[src/rtl/cu_if_pkg.sv]
// rtl/cu_if_pkg.sv - shared types, constants and helpers for the instruction-fetch front end
package cu_if_pkg;

    typedef enum logic [1:0] {
        IDLE     = 2'd0,
        REQ      = 2'd1,
        ISSUE    = 2'd2,
        WAIT_DEC = 2'd3
    } fetch_state_t;

    localparam logic [31:0] NOP_INSTR = 32'h0000_0013;

    function automatic logic is_aligned(input logic [31:0] addr);
        return addr[1:0] == 2'b00;
    endfunction

endpackage

[src/rtl/cu_if_if.sv]
// rtl/cu_if_if.sv - memory read bus and decode handshake between fetch and its neighbours
interface cu_if_if;
    logic        mem_req;
    logic [31:0] mem_addr;
    logic [31:0] mem_rdata;
    logic        mem_ack;
    logic [31:0] Cu_IR;
    logic        decode_start;
    logic        IDU_stall;
    logic        IDU_ready;
    logic [31:0] pc_increment;

    modport master (
        output mem_req, mem_addr, Cu_IR, decode_start,
        input  mem_rdata, mem_ack, IDU_stall, IDU_ready, pc_increment
    );

    modport slave (
        input  mem_req, mem_addr, Cu_IR, decode_start,
        output mem_rdata, mem_ack, IDU_stall, IDU_ready, pc_increment
    );
endinterface

[src/rtl/cu_if_timeout.sv]
// rtl/cu_if_timeout.sv - mem_ack watchdog counter for the fetch REQ state
module cu_if_timeout #(
    parameter int TIMEOUT_CYCLES = 16
) (
    input  logic clk,
    input  logic resetn,
    input  logic run,
    output logic expired
);
    localparam int CW = $clog2(TIMEOUT_CYCLES + 1);

    logic [CW-1:0] count;

    // count cycles spent waiting; any exit from the wait restarts from zero
    always_ff @(posedge clk) begin
        if (!resetn || !run) begin
            count <= '0;
        end else begin
            count <= count + 1'b1;
        end
    end

    // fires during the last allowed wait cycle so the exit lands exactly on the limit
    assign expired = run && (count == CW'(TIMEOUT_CYCLES - 1));
endmodule

[src/rtl/cu_if.sv]
// rtl/cu_if.sv - instruction fetch front end; optional mem_ack watchdog under CU_IF_FETCH_TIMEOUT_EN
module cu_if
    import cu_if_pkg::*;
#(
    parameter logic [31:0] RESET_PC       = 32'h0000_0000,
    parameter logic        AUTO_FETCH     = 1'b0,
    parameter int          TIMEOUT_CYCLES = 16
) (
    input  logic          soc_clk,
    input  logic          reset,
    input  logic          fetch_start,
    input  logic          pc_load,
    input  logic [31:0]   pc_in,
    cu_if_if.master       bus,
    output logic [31:0]   fetch_pc,
    output logic          fetch_busy,
    output logic          misaligned_fetch,
    output logic          fetch_timeout
);
    fetch_state_t state;
    fetch_state_t state_nxt;

    logic [31:0] pc_q;
    logic [31:0] addr_q;
    logic [31:0] ir_q;
    logic        mis_q;
    logic        redir_q;
    logic [31:0] pc_sum;
    logic        timed_out;

    assign pc_sum = pc_q + bus.pc_increment;

`ifdef CU_IF_FETCH_TIMEOUT_EN
    logic expired;
    logic to_q;

    cu_if_timeout #(.TIMEOUT_CYCLES(TIMEOUT_CYCLES)) u_timeout (
        .clk     (soc_clk),
        .resetn  (reset),
        .run     (state == REQ),
        .expired (expired)
    );

    // an ack in the final wait cycle still counts as a normal completion
    assign timed_out = expired && !bus.mem_ack;

    // sticky watchdog flag; a fresh expiry outranks a coincident pc_load clear
    always_ff @(posedge soc_clk) begin
        if (!reset) begin
            to_q <= 1'b0;
        end else if (timed_out) begin
            to_q <= 1'b1;
        end else if (pc_load) begin
            to_q <= 1'b0;
        end
    end

    assign fetch_timeout = to_q;
`else
    assign timed_out     = 1'b0;
    assign fetch_timeout = 1'b0;
`endif

    // state register
    always_ff @(posedge soc_clk) begin
        if (!reset) begin
            state <= IDLE;
        end else begin
            state <= state_nxt;
        end
    end

    // next-state decision
    always_comb begin
        state_nxt = state;
        case (state)
            IDLE: begin
                if (!pc_load && fetch_start && is_aligned(pc_q)) begin
                    state_nxt = REQ;
                end
            end
            REQ: begin
                if (bus.mem_ack) begin
                    state_nxt = (redir_q || pc_load) ? IDLE : ISSUE;
                end else if (timed_out) begin
                    state_nxt = IDLE;
                end
            end
            ISSUE: begin
                if (pc_load) begin
                    state_nxt = IDLE;
                end else if (!bus.IDU_stall) begin
                    state_nxt = WAIT_DEC;
                end
            end
            WAIT_DEC: begin
                if (bus.IDU_ready) begin
                    state_nxt = (AUTO_FETCH && !pc_load && !redir_q && is_aligned(pc_sum)) ? REQ : IDLE;
                end
            end
            default: state_nxt = IDLE;
        endcase
    end

    // handshake outputs decoded from the current state
    always_comb begin
        bus.mem_req      = (state == REQ);
        bus.decode_start = (state == ISSUE) && !bus.IDU_stall && !pc_load;
        fetch_busy       = (state != IDLE);
    end

    // PC, request address, instruction register and sticky flags
    always_ff @(posedge soc_clk) begin
        if (!reset) begin
            pc_q    <= RESET_PC;
            addr_q  <= 32'h0;
            ir_q    <= NOP_INSTR;
            mis_q   <= 1'b0;
            redir_q <= 1'b0;
        end else begin
            case (state)
                IDLE: begin
                    if (pc_load) begin
                        pc_q  <= pc_in;
                        mis_q <= 1'b0;
                    end else if (fetch_start) begin
                        if (is_aligned(pc_q)) begin
                            addr_q <= pc_q;
                        end else begin
                            mis_q <= 1'b1;
                        end
                    end
                end
                REQ: begin
                    if (pc_load) begin
                        pc_q <= pc_in;
                    end
                    // data returned for a redirected PC is stale and dropped
                    if (bus.mem_ack) begin
                        redir_q <= 1'b0;
                        if (!redir_q && !pc_load) begin
                            ir_q <= bus.mem_rdata;
                        end
                    end else if (timed_out) begin
                        redir_q <= 1'b0;
                    end else if (pc_load) begin
                        redir_q <= 1'b1;
                    end
                end
                ISSUE: begin
                    if (pc_load) begin
                        pc_q <= pc_in;
                    end
                end
                WAIT_DEC: begin
                    if (pc_load) begin
                        pc_q    <= pc_in;
                        redir_q <= !bus.IDU_ready;
                    end else if (bus.IDU_ready) begin
                        redir_q <= 1'b0;
                        if (!redir_q) begin
                            pc_q <= pc_sum;
                            if (AUTO_FETCH) begin
                                if (is_aligned(pc_sum)) begin
                                    addr_q <= pc_sum;
                                end else begin
                                    mis_q <= 1'b1;
                                end
                            end
                        end
                    end
                end
                default: ;
            endcase
        end
    end

    assign bus.mem_addr      = addr_q;
    assign bus.Cu_IR         = ir_q;
    assign fetch_pc          = pc_q;
    assign misaligned_fetch  = mis_q;
endmodule

[src/flat_wrapper.sv]
// flat-port wrapper written by rule: the top's interface ports become plain ports
module cu_if_flat import cu_if_pkg::*;
#(
    parameter logic [31:0] RESET_PC       = 32'h0000_0000,
    parameter logic        AUTO_FETCH     = 1'b0,
    parameter int          TIMEOUT_CYCLES = 16
)
  (soc_clk, reset, fetch_start, pc_load, pc_in, fetch_pc, fetch_busy, misaligned_fetch, fetch_timeout, bus_mem_req, bus_mem_addr, bus_Cu_IR, bus_decode_start, bus_mem_rdata, bus_mem_ack, bus_IDU_stall, bus_IDU_ready, bus_pc_increment);
  cu_if_if bus_i ();
  input  logic soc_clk;
  input  logic reset;
  input  logic fetch_start;
  input  logic pc_load;
  input  logic [31:0] pc_in;
  output logic [31:0] fetch_pc;
  output logic fetch_busy;
  output logic misaligned_fetch;
  output logic fetch_timeout;
  output wire logic [$bits(bus_i.mem_req)-1:0] bus_mem_req;
  output wire logic [$bits(bus_i.mem_addr)-1:0] bus_mem_addr;
  output wire logic [$bits(bus_i.Cu_IR)-1:0] bus_Cu_IR;
  output wire logic [$bits(bus_i.decode_start)-1:0] bus_decode_start;
  input wire logic [$bits(bus_i.mem_rdata)-1:0] bus_mem_rdata;
  input wire logic [$bits(bus_i.mem_ack)-1:0] bus_mem_ack;
  input wire logic [$bits(bus_i.IDU_stall)-1:0] bus_IDU_stall;
  input wire logic [$bits(bus_i.IDU_ready)-1:0] bus_IDU_ready;
  input wire logic [$bits(bus_i.pc_increment)-1:0] bus_pc_increment;
  assign bus_mem_req = bus_i.mem_req;
  assign bus_mem_addr = bus_i.mem_addr;
  assign bus_Cu_IR = bus_i.Cu_IR;
  assign bus_decode_start = bus_i.decode_start;
  assign bus_i.mem_rdata = bus_mem_rdata;
  assign bus_i.mem_ack = bus_mem_ack;
  assign bus_i.IDU_stall = bus_IDU_stall;
  assign bus_i.IDU_ready = bus_IDU_ready;
  assign bus_i.pc_increment = bus_pc_increment;
  cu_if #(.RESET_PC(RESET_PC), .AUTO_FETCH(AUTO_FETCH), .TIMEOUT_CYCLES(TIMEOUT_CYCLES)) u_core (.soc_clk(soc_clk), .reset(reset), .fetch_start(fetch_start), .pc_load(pc_load), .pc_in(pc_in), .bus(bus_i), .fetch_pc(fetch_pc), .fetch_busy(fetch_busy), .misaligned_fetch(misaligned_fetch), .fetch_timeout(fetch_timeout));
endmodule
[config.mk]
export PLATFORM = sky130hd
export DESIGN_NAME = cu_if_flat
export DESIGN_NICKNAME = d
export VERILOG_FILES = /design/src/rtl/cu_if_pkg.sv /design/src/rtl/cu_if_if.sv /design/src/rtl/cu_if_timeout.sv /design/src/rtl/cu_if.sv /design/src/flat_wrapper.sv
export SDC_FILE = /design/constraint.sdc
export NUM_CORES = 1
export LEC_CHECK = 0
export ABC_AREA = 0
export CAP_MARGIN = 20
export CORE_MARGIN = 2
export CORE_UTILIZATION = 49
export CTS_CLUSTER_SIZE = 14
export DETAILED_ROUTE_END_ITERATION = 10
export GPL_ROUTABILITY_DRIVEN = 0
export PLACE_DENSITY = 0.95
export SYNTH_ARGS = -nofsm -noshare
export SYNTH_HDL_FRONTEND = slang
export SYNTH_SLANG_ARGS = --single-unit
[constraint.sdc]
create_clock -name soc_clk -period 5.6 [get_ports soc_clk]
set_input_delay 1.12 -clock soc_clk [delete_from_list [all_inputs] [get_ports soc_clk]]
set_output_delay 1.12 -clock soc_clk [all_outputs]
set_load 0.01 [all_outputs]
==> flow_summary.ini, run 1 <==
[outcome]
outcome = finished clean

[cts]
ctsResizeCount = 0
cts_sinks = 100
cts_tree = yes
hold_buffers = 0
cts_made_buffers = 9
postCtsSetupBuffers = 0
clkTransAtPathRegs_ns = 0.10
clockBufferDepth = 2
cts-root-buf = clkbuf_8
clk_latency_ns = 0.38
htree_levels = 3

[setup_path]
max_stage_delay_ns = 0.77
path_max_fanout = 19
worstPathArrival_ns = 3.09
startpoint_type = input pin
required_ns = 4.48
cp_top_family = buffers and inverters
endpoint_kind = output port
critPathBufInv = 2
r2r-start = u_core.fetch_pc[0]
worst-setup-path-type = in -> out
crit_chain = clkdlybuf4s50_1 > nor4b_1 > clkdlybuf4s50_1
worstSetupEndpoint = bus_decode_start
crit_start = pc_load
r2r_slack_ns = 2.60
reg2regPathDepth = 10
rr_endpoint = u_core.fetch_pc[28]
crit_slowest_cell = clkdlybuf4s50_1
cp.depth = 3
crit_path_frequent_cell = clkdlybuf4s50_1

[run]
maxCapViolCount = 0

[detailed_routing]
drc_errors = 0
vias = 6073
drt_first_pass_iters = 5
ant_nets = 0
vias_per_cell = 5.85
wl_mm = 17.9
first_iter_violations = 413
wire_per_inst_um = 17.2

[timing]
max_freq_ghz = 0.238
relSlewSlack_pct = 44.9
finalSetupViolCount = 0
tightest_slew_ns = 0.823
fin_crit_ns = 4.21
hold_viol = 0
setup-tns-final_ns = 0
rsz0062_at_grt = false
skew_ns = 0.0138
finalMaxSlewViolations = 0
fin_crit_sh_pct = 75.2

[finish]
final_area_um2 = 7790
drive_above_1_share_pct = 4.34
diodes = 0
fin_util_pct = 71.6
area_growth_pct = 41.8
fin_nets = 1029

[floorplan]
die_x_um = 110
start_util_pct = 50.5
row_count = 38
die_height_um = 110
ios = 204
core_um2 = 10900
dieArea_um2 = 12100

[power_and_ir_drop]
power_density_nw_per_um2 = 217
p_leak_uw = 0.00295
max-vdd-ir-drop_v = 0.000191
p_total_uw = 1690

[yosys]
synthesis.area_um2 = 5500
synth_cell_types = 57
async_reset_ff_share_pct = 0
synth-warning-count = 0
synth_cells = 720
synth_edf_count = 0
synth.top_cell.area_share_pct = 36.4
yosysTopAreaCell = dfxtp_1
syn_nets = 855
syn_area_per_cell_um2 = 7.63
synth_ff_type = dfxtp_1
ys_seq_area_share_pct = 36.4
synth.area.top_cells = dfxtp_1 36%, nand2_1 12%, a21oi_1 9.3%
ys_ff_latch = 100

[placed_design]
place_area_um2 = 7560
hpwlAfterDp_mm = 13.3
port_buffers = 202

[global_routing]
antenna_found_initial = 0
grt_max_degree = 47
grt_use_total_pct = 29.4
grt_pass1_wl_mm = 27.7
grt_overflow = 0
grt_pass1_vias = 5757

[worst_hold_path]
min_from = u_core.bus.mem_addr[18]
min_path_type = reg -> reg
cells in the mapped netlist, types with 4 or more instances:
cell type  count
o221ai_1       5
a311oi_1      10
nand4_1        5
a21o_1        14
a21oi_1      102
dfxtp_1      100
buf_2          5
a211oi_1      16
o211ai_1      11
inv_1         14
nand2_1      172
nor2_1        30
xnor2_1       18
nor3_1        12
and3_1        10
xor2_1         8
o21ai_0       31
ha_1          31
nand3_1       20
nor3b_1        4
clkbuf_1      42
tightest hold or removal path, stage by stage (launching register included):
cell and delay (ns):
dfxtp_1 0.32, nand2_1 0.05, a21oi_1 0.05
flip-flops by register name, summed over array words and instances, names as in the netlist:
signal	count
u_core.bus.Cu_IR	32
u_core.bus.mem_addr	32
u_core.fetch_pc	32
u_core.state	2
u_core.misaligned_fetch	1
u_core.redir_q	1
layout by cell type, fill, tap and decap left out, drive strengths merged, types with 3 or more instances in the layout:
cell type / netlist / layout
a211oi: 19 / 19
a21o: 14 / 14
a21oi: 103 / 103
a311oi: 10 / 10
a31oi: 3 / 3
a41oi: 3 / 3
and2: 3 / 3
and3: 10 / 10
buf: 6 / 8
clkbuf: 42 / 10
clkdlybuf4s50: 0 / 202
dfxtp: 100 / 100
ha: 31 / 31
inv: 14 / 19
nand2: 172 / 172
nand3: 20 / 20
nand4: 6 / 6
nor2: 31 / 31
nor2b: 3 / 3
nor3: 12 / 12
nor3b: 5 / 5
nor4: 4 / 4
o211ai: 11 / 11
o21a: 3 / 3
o21ai: 35 / 35
o221ai: 5 / 5
o31ai: 3 / 3
xnor2: 18 / 18
xor2: 8 / 8
layer usage:
layer  share of wire (%)  wire length, µm  vias up  global-route usage (%)
li1                    -                -     2891                       -
met1                  40             7090     2827                    35.1
met2                  47             8470      311                    49.5
met3                  11             1880       44                    9.37
met4                 2.4              432        0                    10.4
met5                   0                0        -                       0
per-stage QoR:
| stage | hold slack, ns | cells | setup WS (ns) |
|---|---|---|---|
| after global routing | 0.483 | 1039 | 1.26 |
| final | 0.459 | 1039 | 1.39 |
| after CTS | 0.460 | 1038 | 1.39 |
| after detailed placement | 0.446 | 1022 | 1.39 |
| after floorplan | 0.481 | 720 | 2.28 |
| after global placement | 0.441 | 1022 | 1.51 |
layout make-up:
class / count / area [µm²]
clock inverter: 7 / 80.1
timing repair buffer: 211 / 2110
fill: 843 / 3100
inverter: 15 / 56.3
sequential: 100 / 2000
tap: 140 / 175
clock buffer: 9 / 124
multi-input combinational: 557 / 3250
kinds of logic (layout without fill, tap and decap cells):
group,after synthesis,after routing,share of synthesized area (%)
AO/OA/AOI/OAI,223,223,25.2
adder cells (fa/ha/maj),32,32,7.42
AND/OR/NAND/NOR,274,274,22.0
buffers and inverters,63,242,4.48
XOR/XNOR,26,26,4.14
flip-flops,100,100,36.4
other,1,1,0.0682
multiplexers,1,1,0.182
power breakdown:
part | internal (µW) | switching, µW
sequential | 736 | 27.8
combinational | 215 | 218
clock | 214 | 278
worst min-delay path by stage:
stage                                   end  slack [ns]  depth (start not counted)
floorplan              u_core.bus.Cu_IR[10]        0.48                          2
global placement       u_core.bus.Cu_IR[15]        0.44                          2
detailed placement  u_core.bus.mem_addr[27]        0.45                          2
CTS                    u_core.bus.Cu_IR[29]        0.46                          2
global route        u_core.bus.mem_addr[15]        0.48                          2
finish              u_core.bus.mem_addr[18]        0.46                          2
Note: power is estimated with default switching activity, not from simulation.
==> run 2, diff against run 1 <==
--- a/config.mk
+++ b/config.mk
@@ -8,11 +8,11 @@
 export ABC_AREA = 0
 export CAP_MARGIN = 20
 export CORE_MARGIN = 2
-export CORE_UTILIZATION = 49
+export CORE_UTILIZATION = 45
 export CTS_CLUSTER_SIZE = 14
 export DETAILED_ROUTE_END_ITERATION = 10
 export GPL_ROUTABILITY_DRIVEN = 0
-export PLACE_DENSITY = 0.95
+export PLACE_DENSITY = 0.93
 export SYNTH_ARGS = -nofsm -noshare
 export SYNTH_HDL_FRONTEND = slang
 export SYNTH_SLANG_ARGS = --single-unit
==> constraint.sdc (replaced) <==
create_clock -name soc_clk -period 4.3 [get_ports soc_clk]
set_input_delay 0.86 -clock soc_clk [delete_from_list [all_inputs] [get_ports soc_clk]]
set_output_delay 0.86 -clock soc_clk [all_outputs]
set_load 0.01 [all_outputs]
==> run 2 against run 1 <==
  * Global-route usage shrank 2.9 points
  * Worst setup slack lost 0.68 ns
  * Hold slack lost 0.0059 ns
  * Critical path depth grew 8
  * Final cell count grew 0.87%
  * Sequential power grew 30%
  * Largest cell class unchanged
  * Clock power grew 63%
  * Total power grew 40%
  * Sequential cell count is the same
==> flow_summary.ini, run 2 (same netlist as run 1, synthesis figures left out) <==
[floorplan]
ios = 204
core_um2 = 12000
start_util_pct = 46.0
row_count = 40
die_x_um = 115
die_height_um = 115
dieArea_um2 = 13100

[detailed_routing]
vias_per_cell = 5.68
wl_mm = 17.6
vias = 5956
routed-wl-met3_mm = 1.45
drt_first_pass_iters = 5
ant_nets = 0
first_iter_violations = 403
highest_layer = met4
drc_errors = 0
drt-met1-wl_mm = 7.28
wire_per_inst_um = 16.8
met2WireLength_mm = 8.42

[setup_path]
crit_start = bus_pc_increment[0]
r2r_slack_ns = 1.31
path_max_fanout = 3
r2r-start = u_core.fetch_pc[0]
startpoint_type = input pin
endpoint_kind = flop
critPathBufInv = 1
worst-setup-path-type = in -> reg
crit_slowest_cell = fa_1
max_stage_delay_ns = 0.42
crit_path_frequent_cell = a211oi_1
required_ns = 4.56
cp_top_family = compound AO/OA/AOI/OAI gates
worstPathArrival_ns = 3.86
crit_chain = clkdlybuf4s50_1 > ha_1 > fa_1 > a211oi_1 > o211ai_1 > nand2_1 > o21ai_0 > a211oi_1 > a21oi_1 > xnor2_1 > a211oi_1

[power_and_ir_drop]
power_density_nw_per_um2 = 299
p_leak_uw = 0.00300
max-vdd-ir-drop_v = 0.000223

[worst_hold_path]
min_path_type = reg -> reg
min_from = u_core.bus.mem_addr[18]

[cts]
cts_sinks = 100
ctsResizeCount = 0
postCtsSetupBuffers = 0
clockBufferDepth = 2
cts_tree = yes
cts_made_buffers = 9
hold_buffers = 0
clk_latency_ns = 0.35
htree_levels = 3
clkTransAtPathRegs_ns = 0.08
cts-root-buf = clkbuf_16

[finish]
final_area_um2 = 7890
diodes = 0
fin_util_pct = 65.9
fin_cells = 1048
fillers = 983
drive_above_1_share_pct = 4.55
layout_commonest_cell = clkdlybuf4s50_1
fin_nets = 1031
layout_common_cells = 202 x clkdlybuf4s50_1, 172 x nand2_1, 102 x a21oi_1, 100 x dfxtp_1
area_growth_pct = 43.5

[placed_design]
place_area_um2 = 7590
hpwlAfterDp_mm = 13.1
place_inst = 1032
port_buffers = 202

[timing]
max_freq_ghz = 0.278
skew_ns = 0.00928
tightest_slew_ns = 0.793
finalSetupViolCount = 0
whs_ns = 0.453
hold_viol = 0
finalMaxSlewViolations = 0
setup-tns-final_ns = 0
relSlewSlack_pct = 47.0
rsz0062_at_grt = false
fin_crit_ns = 3.59
fin_crit_sh_pct = 83.6

[outcome]
outcome = finished clean

[global_routing]
grt_overflow = 0
antenna_found_initial = 0
grt_pass1_vias = 5622
grt_max_degree = 45
grt_pass1_wl_mm = 27.8
grt_use_total_pct = 26.5

[run]
maxCapViolCount = 0
## run 2: where the power goes
part	internal [µW]	switching [µW]
Combinational	281	283
Sequential	958	35.1
Clock	409	395
## run 2: path summary, 6_finish.rpt
| path | to | depth (start not counted) |
|---|---|---|
| worst max-delay path | u_core.fetch_pc[28] | 11 |
| worst min-delay path | u_core.bus.mem_addr[18] | 2 |
| worst max register to register | u_core.fetch_pc[28] | 10 |
| worst min register to register | u_core.bus.mem_addr[18] | 2 |
## run 2: layout make-up
type                            count  area (µm²)  area share, %
Tap cell                          147         184           2.33
Multi-Input combinational cell    557        3250           41.2
Sequential cell                   100        2000           25.4
Inverter                           15        56.3          0.714
Timing Repair Buffer              213        2100           26.7
Clock buffer                        9         225           2.86
Clock inverter                      7        67.6          0.857
## run 2: worst register-to-register path, delay by kind of cell (launching register included)
family,cells,cell delay (ns)
compound gates,6,1.66
xor+xnor,1,0.14
fa+ha+maj,2,0.66
flops,1,0.34
simple gates,1,0.10
## run 2: stage by stage
step	setup WS, ns	power [µW]
floorplan	1.24	1330
CTS	0.771	2370
global placement	0.519	1560
detailed placement	0.423	1570
finish	0.707	2360
global route	0.375	2460
## run 2: layer usage
metal	vias up	GRT usage (%)
met5	-	0
met2	271	45.7
met1	2750	32.3
met3	36	6.03
met4	0	9.27
li1	2899	-
